==> src/rtl/game_pkg.sv <==
// Shared types and constants for the Flappy Bird game-state controller.
package game_pkg;

   typedef enum logic [1:0] {
      IDLE  = 2'd0,
      PLAY  = 2'd1,
      DYING = 2'd2,
      OVER  = 2'd3
   } game_state_t;

   localparam logic [7:0] BCD_MAX = 8'h99;

endpackage

==> src/rtl/rise_detect.sv <==
// Rising-edge detector for a level that is already synchronous to Clk.
module rise_detect (
   input  logic Clk,
   input  logic Reset,
   input  logic d,
   output logic rise
);

   logic d_q;

   always_ff @(posedge Clk) begin
      if (Reset) d_q <= 1'b0;
      else       d_q <= d;
   end

   assign rise = d & ~d_q;

endmodule

==> src/rtl/game_ctrl.sv <==
// Game sequencer: frame-sampled collision/flap verdicts, IDLE/PLAY/DYING/OVER
// flow, and BCD current/best score keeping.
module game_ctrl
   import game_pkg::*;
#(
   parameter int DIE_FRAMES = 60
) (
   input  logic       Clk,
   input  logic       Reset,
   input  logic       frame_clk,
   input  logic       collision,
   input  logic       flap,
   input  logic       pipe_passed,
   output logic [1:0] state,
   output logic       run_en,
   output logic       game_over,
   output logic [7:0] score,
   output logic [7:0] best,
   output logic       new_best
);

   game_state_t state_q, state_d;
   logic [7:0]  die_cnt_q, die_cnt_d;
   logic [7:0]  score_q, score_d;
   logic [7:0]  best_q, best_d;
   logic        new_best_q, new_best_d;
   logic        hit_latch_q, hit_latch_d;
   logic        flap_pend_q, flap_pend_d;

   logic frame_rise, flap_rise;
   logic hit, flap_go, score_gt;

   rise_detect u_frame_rise (
      .Clk   (Clk),
      .Reset (Reset),
      .d     (frame_clk),
      .rise  (frame_rise)
   );

   rise_detect u_flap_rise (
      .Clk   (Clk),
      .Reset (Reset),
      .d     (flap),
      .rise  (flap_rise)
   );

   function automatic logic [7:0] bcd_inc(input logic [7:0] s);
      logic [7:0] r;
      if (s == BCD_MAX)         r = s;
      else if (s[3:0] == 4'h9)  r = {s[7:4] + 4'h1, 4'h0};
      else                      r = {s[7:4], s[3:0] + 4'h1};
      return r;
   endfunction

   assign hit      = hit_latch_q | collision;
   assign flap_go  = flap_pend_q | flap_rise;
   assign score_gt = (score_q[7:4] > best_q[7:4]) ||
                     ((score_q[7:4] == best_q[7:4]) &&
                      (score_q[3:0] > best_q[3:0]));

   always_comb begin
      state_d     = state_q;
      die_cnt_d   = die_cnt_q;
      score_d     = score_q;
      best_d      = best_q;
      new_best_d  = new_best_q;
      hit_latch_d = frame_rise ? 1'b0 : (hit_latch_q | collision);
      flap_pend_d = frame_rise ? 1'b0 : (flap_pend_q | flap_rise);

      // A pipe cleared on the frame that ends PLAY still scores
      if (state_q == PLAY && pipe_passed) score_d = bcd_inc(score_q);

      if (frame_rise) begin
         unique case (state_q)
            IDLE: begin
               if (flap_go) begin
                  state_d = PLAY;
                  score_d = 8'h00;
               end
            end
            PLAY: begin
               if (hit) begin
                  state_d   = DYING;
                  die_cnt_d = 8'(DIE_FRAMES - 1);
               end
            end
            DYING: begin
               if (die_cnt_q == 8'd0) begin
                  state_d    = OVER;
                  new_best_d = score_gt;
                  if (score_gt) best_d = score_q;
               end else begin
                  die_cnt_d = die_cnt_q - 8'd1;
               end
            end
            OVER: begin
               if (flap_go) begin
                  state_d    = IDLE;
                  new_best_d = 1'b0;
               end
            end
            default: state_d = IDLE;
         endcase
      end
   end

   always_ff @(posedge Clk) begin
      if (Reset) begin
         state_q     <= IDLE;
         die_cnt_q   <= 8'd0;
         score_q     <= 8'h00;
         best_q      <= 8'h00;
         new_best_q  <= 1'b0;
         hit_latch_q <= 1'b0;
         flap_pend_q <= 1'b0;
      end else begin
         state_q     <= state_d;
         die_cnt_q   <= die_cnt_d;
         score_q     <= score_d;
         best_q      <= best_d;
         new_best_q  <= new_best_d;
         hit_latch_q <= hit_latch_d;
         flap_pend_q <= flap_pend_d;
      end
   end

   assign state     = state_q;
   assign run_en    = (state_q == PLAY);
   assign game_over = (state_q == OVER);
   assign score     = score_q;
   assign best      = best_q;
   assign new_best  = new_best_q;

endmodule

==> config.mk <==
export PLATFORM = sky130hd
export DESIGN_NAME = game_ctrl
export DESIGN_NICKNAME = d
export VERILOG_FILES = /design/src/rtl/game_pkg.sv /design/src/rtl/rise_detect.sv /design/src/rtl/game_ctrl.sv
export SDC_FILE = /design/constraint.sdc
export NUM_CORES = 1
export LEC_CHECK = 0
export ABC_AREA = 1
export ABC_CLOCK_PERIOD_IN_PS = 1800
export CAP_MARGIN = 20
export CORE_ASPECT_RATIO = 0.9
export CORE_MARGIN = 2
export CORE_UTILIZATION = 40
export CTS_CLUSTER_DIAMETER = 150
export DETAILED_ROUTE_END_ITERATION = 10
export PLACE_DENSITY = 0.7
export SLEW_MARGIN = 20
export SYNTH_ARGS = -nofsm -noshare
export SYNTH_HDL_FRONTEND = slang
export SYNTH_SLANG_ARGS = --single-unit
==> constraint.sdc <==
create_clock -name Clk -period 1.8 [get_ports Clk]
set_input_delay 0.36 -clock Clk [delete_from_list [all_inputs] [get_ports Clk]]
set_output_delay 0.36 -clock Clk [all_outputs]
set_load 0.05 [all_outputs]
# After elaboration in Yosys (flattened, before gate mapping)
# Index checks and enable logic that the tools add are counted.
classes:
  add_sub_neg: 3
  n_lt_le_gt_ge: 2
  eq_ne: 11
  mux: 17
  n_bitwise: 6
  reduce_logical: 12
ops:
  columns: ["op", "n"]
  rows:
  - ["two-way mux 8 bit", 8]
  - ["one-hot mux 8 bit (2 select lines)", 1]
  - ["AND reduction 4 bit", 3]
  - ["adder 4 x 1 -> 4 bit (second input constant)", 2]
  - ["== test 8 bit (second input constant)", 1]
  - ["> comparator 4 bit", 2]
  - ["zero test 8 bit", 1]
  - ["two-way mux 2 bit", 4]
  - ["one-hot mux 2 bit (4 select lines)", 1]
  - ["subtractor 8 x 1 -> 8 bit (second input constant)", 1]
  - ["!= test 2 bit (second input constant)", 3]
  - ["AND reduction 5 bit", 1]
  - ["== test 2 bit (second input constant)", 2]
  - ["== test 4 bit", 1]
  - ["== test 4 bit (second input constant)", 1]
  - ["!= test 2 x 1 -> 1 bit (second input constant)", 2]
  - ["nonzero test 2 bit", 2]
  - ["bitwise AND 1 bit", 2]
  - ["== test 2 x 1 -> 1 bit (second input constant)", 1]
  - ["logical AND 1 bit", 2]
  - ["zero test 2 bit", 1]
  - ["two-way mux 1 bit", 2]
  - ["inverter 1 bit", 2]
  - ["bitwise OR 1 bit", 2]
  - ["other kinds (3)", 3]
totals:
  reg_bits: 31
  input_bits: 6
  wordCells: 60

# Depth between registers and ports, before layout
depth:
  word_depth: 7
  depth_mapped: 14

# By module
# Synthesis repeated with hierarchy kept, for this count alone.
unflattened:
  hier_cells: 270
  area_unflattened_um2: 1841.8
by_module_without_submodules:
  columns: ["mod", "instances", "cells_per_inst", "area_each_um2", "seq_area_each_um2"]
  rows:
  - ["game_ctrl", 1, 262, 1779.2, 580.6]
  - ["rise_detect", 2, 4, 31.3, 20.0]

# Worst setup path before layout
# No wires, ideal clock.
synth_timing:
  path_kind: "register -> register"
  from: "reg state_q[0] (netlist: state[0])"
  to: "reg score_q[5] (netlist: score[5])"
  setup_time_ns: 0.124
  arrival_ns: 2.083
  setup_slack_ns: -0.407
  path_stages_with_launch: 7
  n_path_buf: 0
  path_cell_list: "dfxtp_1 -> ha_1 -> nand2_1 -> nor2_1 -> o21ai_1 -> o21ai_0 -> a21oi_1"
synth_via:
  elab_chain_len: 6
  elab_cells_between_ends: 7
  cone_classes: "eq/ne: 1; mux: 4; reduce/logical: 2"
synth_lines:
  columns: ["element", "line", "rtl"]
  rows:
  - ["start, declared", "game_ctrl.sv:22", "game_state_t state_q, state_d;"]
  - ["start signal, assigned", "game_ctrl.sv:117", "state_q <= state_d;"]
  - ["== test 2 x 1 -> 1 bit (*)", null, null]
  - ["via run_en", "game_ctrl.sv:15", "output logic run_en,"]
  - ["logical AND 1 bit (*)", "game_ctrl.sv:71", "if (state_q == PLAY && pipe_passed) score_d = bcd_inc(score_q);"]
  - ["two-way mux 8 bit (*)", "game_ctrl.sv:71", null]
  - ["two-way mux 8 bit", "game_ctrl.sv:76", "if (flap_go) begin"]
  - ["two-way mux 8 bit", "game_ctrl.sv:74", "unique case (state_q)"]
  - ["two-way mux 8 bit (*)", "game_ctrl.sv:73", "if (frame_rise) begin"]
  - ["end signal, assigned", "game_ctrl.sv:119", "score_q <= score_d;"]
  - ["end, declared", "game_ctrl.sv:24", "logic [7:0] score_q, score_d;"]
# The timed path passes the listed nets; every way through them passes the cells marked *.
# A chain may end at the register's enable or synchronous reset.

# Worst setup path in the final report
layout_timing:
  from: "reg die_cnt_q[0]"
  to: "reg best_q[3] (netlist: best[3])"
layout_via:
  elab_chain_len: 2
layout_lines:
  columns: ["element", "line", "rtl"]
  rows:
  - ["start, declared", "game_ctrl.sv:23", "logic [7:0] die_cnt_q, die_cnt_d;"]
  - ["start signal, assigned", "game_ctrl.sv:118", "die_cnt_q <= die_cnt_d;"]
  - ["zero test 8 bit", "game_ctrl.sv:88", "if (die_cnt_q == 8'd0) begin"]
  - ["AND reduction 4 bit (no line)", null, null]
  - ["end signal, assigned", "game_ctrl.sv:120", "best_q <= best_d;"]
  - ["end, declared", "game_ctrl.sv:25", "logic [7:0] best_q, best_d;"]
# Every way passes these cells.

==> impl_metrics.csv <==
group,metric,value,unit
status,run_status,"complete, no violations",
critical_path,path_max_fanout,8,
synthesis,synth.distinct_cells,28,
floorplanning,initial_utilization,41.2,%
pwr,power_frac_seq,48.3,%
layout,multi_input_area,1030,sq um
synthesis,netlist_area,1810,sq um
global_route,grt_first_pass_wirelength,6760,um
floorplanning,core,4400,sq um
clock_tree,cts_htree_levels,2,
timing,post-route-min-period,1.59,ns
min_path,min_path_cells,2,
critical_path,reg2regPathDepth,10,
critical_path,cp_data_arrival_time,1.80,ns
timing,period_share,88.4,%
global_route,antenna_found_initial,0,
timing,setup_viol,0,
detailed_routing,drtIter0Drc,96,
layout,final_cells,370,
layout,antenna_cells,0,
synthesis,seq_area_frac_synth,34.2,%
detailed_routing,drc_errors,0,
synthesis,yosysTopAreaCellShare,34.2,%
critical_path,worstSetupPathType,"flip-flop to flip-flop",
pwr,leakage,0.00114,uW
pwr,internal-power,1070,uW
timing,rsz0062_at_grt,"no",
critical_path,rrSetupSlack,0.21,ns
clock_tree,cts_tree,"done",
detailed_routing,ant_nets,0,
global_route,first_global_vias,1610,
min_path,min_path_type,"flip-flop to flip-flop",
clock_tree,cts_buffers,5,
clock_tree,cts_root_buf,"clkbuf_8",
placement,dp_cells,363,
global_route,overflow,0,
floorplanning,die_area,5090,sq um
synthesis,synth_top_cell_by_area,"dfxtp_1",
detailed_routing,vias,1789,
global_route,grt_max_degree,17,
layout,regArea,637,sq um
layout,drive_above_1_share,21.8,%
floorplanning,die_h,67.9,um
clock_tree,hold_buffers,0,
placement,io_buffers,26,
floorplanning,rows,23,
layout,final_core_utilization,52.4,%
layout,nNetsFinal,331,
detailed_routing,viasPerCell,4.84,
synthesis,syn-num-nets,289,
clock_tree,path_clk_slew,0.06,ns
timing,finClkSkew,0.00326,ns
critical_path,reg2reg_from,"die_cnt_q[0]",
detailed_routing,wl_met2,1940,um
pwr,combPwrFrac,18.0,%
detailed_routing,drt_first_pass_iters,4,
pwr,clockPowerShare,33.7,%
timing,final_max_slew_viol_count,0,
timing,worst_slew_pin_slew,0.347,ns
synthesis,yosys_register_bits,31,
critical_path,cp-end-kind,"flip-flop",
critical_path,crit_start,"die_cnt_q[0]",
critical_path,r2r_end,"best[3]",
clock_tree,clockBufferDepth,2,
layout,syn_to_final_growth,27.2,%
pwr,peakVddDrop,0.000548,V
detailed_routing,dr_wl_met3,205,um
global_route,grt.total_usage,17.3,%
timing,hold_viol_final,0,
synthesis,synth_area_per_cell,6.79,sq um
synthesis,synth_area_leaders,"dfxtp_1 (34%), ha_1 (11%), nand2_1 (11%)",
flow_run,max_cap_violations,0,
floorplanning,die_w,75.0,um
detailed_routing,highest_layer,"met4",
detailed_routing,wire_per_inst,11.1,um
critical_path,worstSetupEndpoint,"best[3]",
clock_tree,cts_sinks,31,
pwr,switchingPower,432,uW
placement,detailed_place_hpwl,3070,um
placement,globalplace.congestion,0.869,
pwr,p_sw_share,28.8,%
critical_path,required,2.01,ns
synthesis,yosys_warnings,0,
pwr,power_density,650,nW/um^2
floorplanning,top_level_ports,27,
timing,slew_headroom,76.8,%
layout,fill_cells,445,
timing,fmax,628,MHz
synthesis,syn_inst,267,
critical_path,start_kind,"flip-flop",
clock_tree,clk_latency,0.28,ns
detailed_routing,drt-met1-wl,1910,um
detailed_routing,routed_wl,4100,um
[layer usage]
layer	up-vias	GRT usage, %
li1	925	-
met3	4	4.57
met5	-	0
met2	46	29.6
met4	0	6.25
met1	814	20.9
[area by class of cell]
type | instances | share of cell area (%)
multi-input cells | 187 | 44.4
well taps | 62 | 3.36
repair buffers | 38 | 14.0
clock buffers | 6 | 3.14
inverters | 46 | 7.48
flip-flops and latches | 31 | 27.6
[through the flow]
stage          setup WS (ns)  setup TNS (ns)  cell area, sq um  power [uW]  hold slack (ns)
3_5_place_dp        -0.00683        -0.00683              2210        1000            0.450
2_1_floorplan       -0.00415        -0.00415              1830         922            0.428
6_report               0.208               0              2310        1500            0.462
3_3_place_gp         -0.0287         -0.0456              2210        1000            0.443
4_1_cts                0.169               0              2280        1510            0.466
5_1_grt               0.0293               0              2310        1570            0.493
[power by group through the flow]
stage          Clock (uW)  Combinational (uW)  Sequential (uW)
2_1_floorplan           0                 167              755
3_3_place_gp            0                 263              739
3_5_place_dp            0                 265              739
4_1_cts               515                 267              724
5_1_grt               543                 301              728
6_report              506                 269              725
[registers in the layout (all words and copies together) (netlist names)]
| signal | cells |
|---|---|
| u_frame_rise.d_q | 1 |
| score | 8 |
| u_flap_rise.d_q | 1 |
| die_cnt_q | 8 |
| flap_pend_q | 1 |
| hit_latch_q | 1 |
| state | 2 |
| new_best | 1 |
| best | 8 |
[cells in the mapped netlist]
library cell	count
nor3_1	6
nand2_2	1
inv_1	41
nand3_4	1
xnor2_1	1
o31ai_1	2
or2_0	1
a21o_1	1
clkbuf_1	2
a21oi_1	19
nor2_1	46
nor2_2	1
nand3_1	13
buf_6	1
a211oi_1	2
buf_2	1
o21ai_0	5
ha_1	16
dfxtp_1	31
nand4_1	4
nand2_1	53
nand3_2	1
or2_1	1
inv_2	5
nor2_4	2
o21ai_1	6
xor2_1	3
a21boi_0	1
[worst min-delay path by stage]
stage                            start      endpoint  slack (ns)
after global routing      die_cnt_q[0]  die_cnt_q[0]        0.49
final                      hit_latch_q   hit_latch_q        0.46
after detailed placement  die_cnt_q[0]  die_cnt_q[0]        0.45
after floorplan           die_cnt_q[0]  die_cnt_q[0]        0.43
after CTS                 die_cnt_q[0]  die_cnt_q[0]        0.47
after global placement    die_cnt_q[0]  die_cnt_q[0]        0.44
[timing repair]
action,CTS,global route
buffers inserted,0,0
setup endpoints to repair,0,7
resized for setup,0,4
[cells in the final DEF (no fill, tap or decap), types with 5 or more instances in the layout]
cell type and count:
nand2_1 52, nor2_1 45, inv_1 41, buf_4 31, a21oi_1 19, dfxtp_1 18
ha_1 15, nand3_1 13, dfxtp_2 13, nor3_1 6, inv_2 5, o21ai_1 5
o21ai_0 5, clkbuf_8 5, clkdlybuf4s50_1 5
[logic make-up (layout without fill, tap and decap cells)]
family	after synthesis	in the layout	synth area share, %
compound gates	36	36	10.8
xor+xnor	4	4	1.93
fa+ha+maj	16	16	11.0
buf+inv	50	90	10.8
flops	31	31	34.2
simple gates	130	131	31.2
[worst max-delay path, cell delays in order (launching register included)]
cell     delay [ns]
dfxtp_1        0.32
inv_1          0.14
ha_1           0.21
inv_1          0.05
nor2_1         0.13
nand3_2        0.12
nor2_4         0.18
nand3_4        0.14
nand2_1        0.09
nand2_1        0.05
nor2_1         0.10
Note: power is estimated with default switching activity, not from simulation.
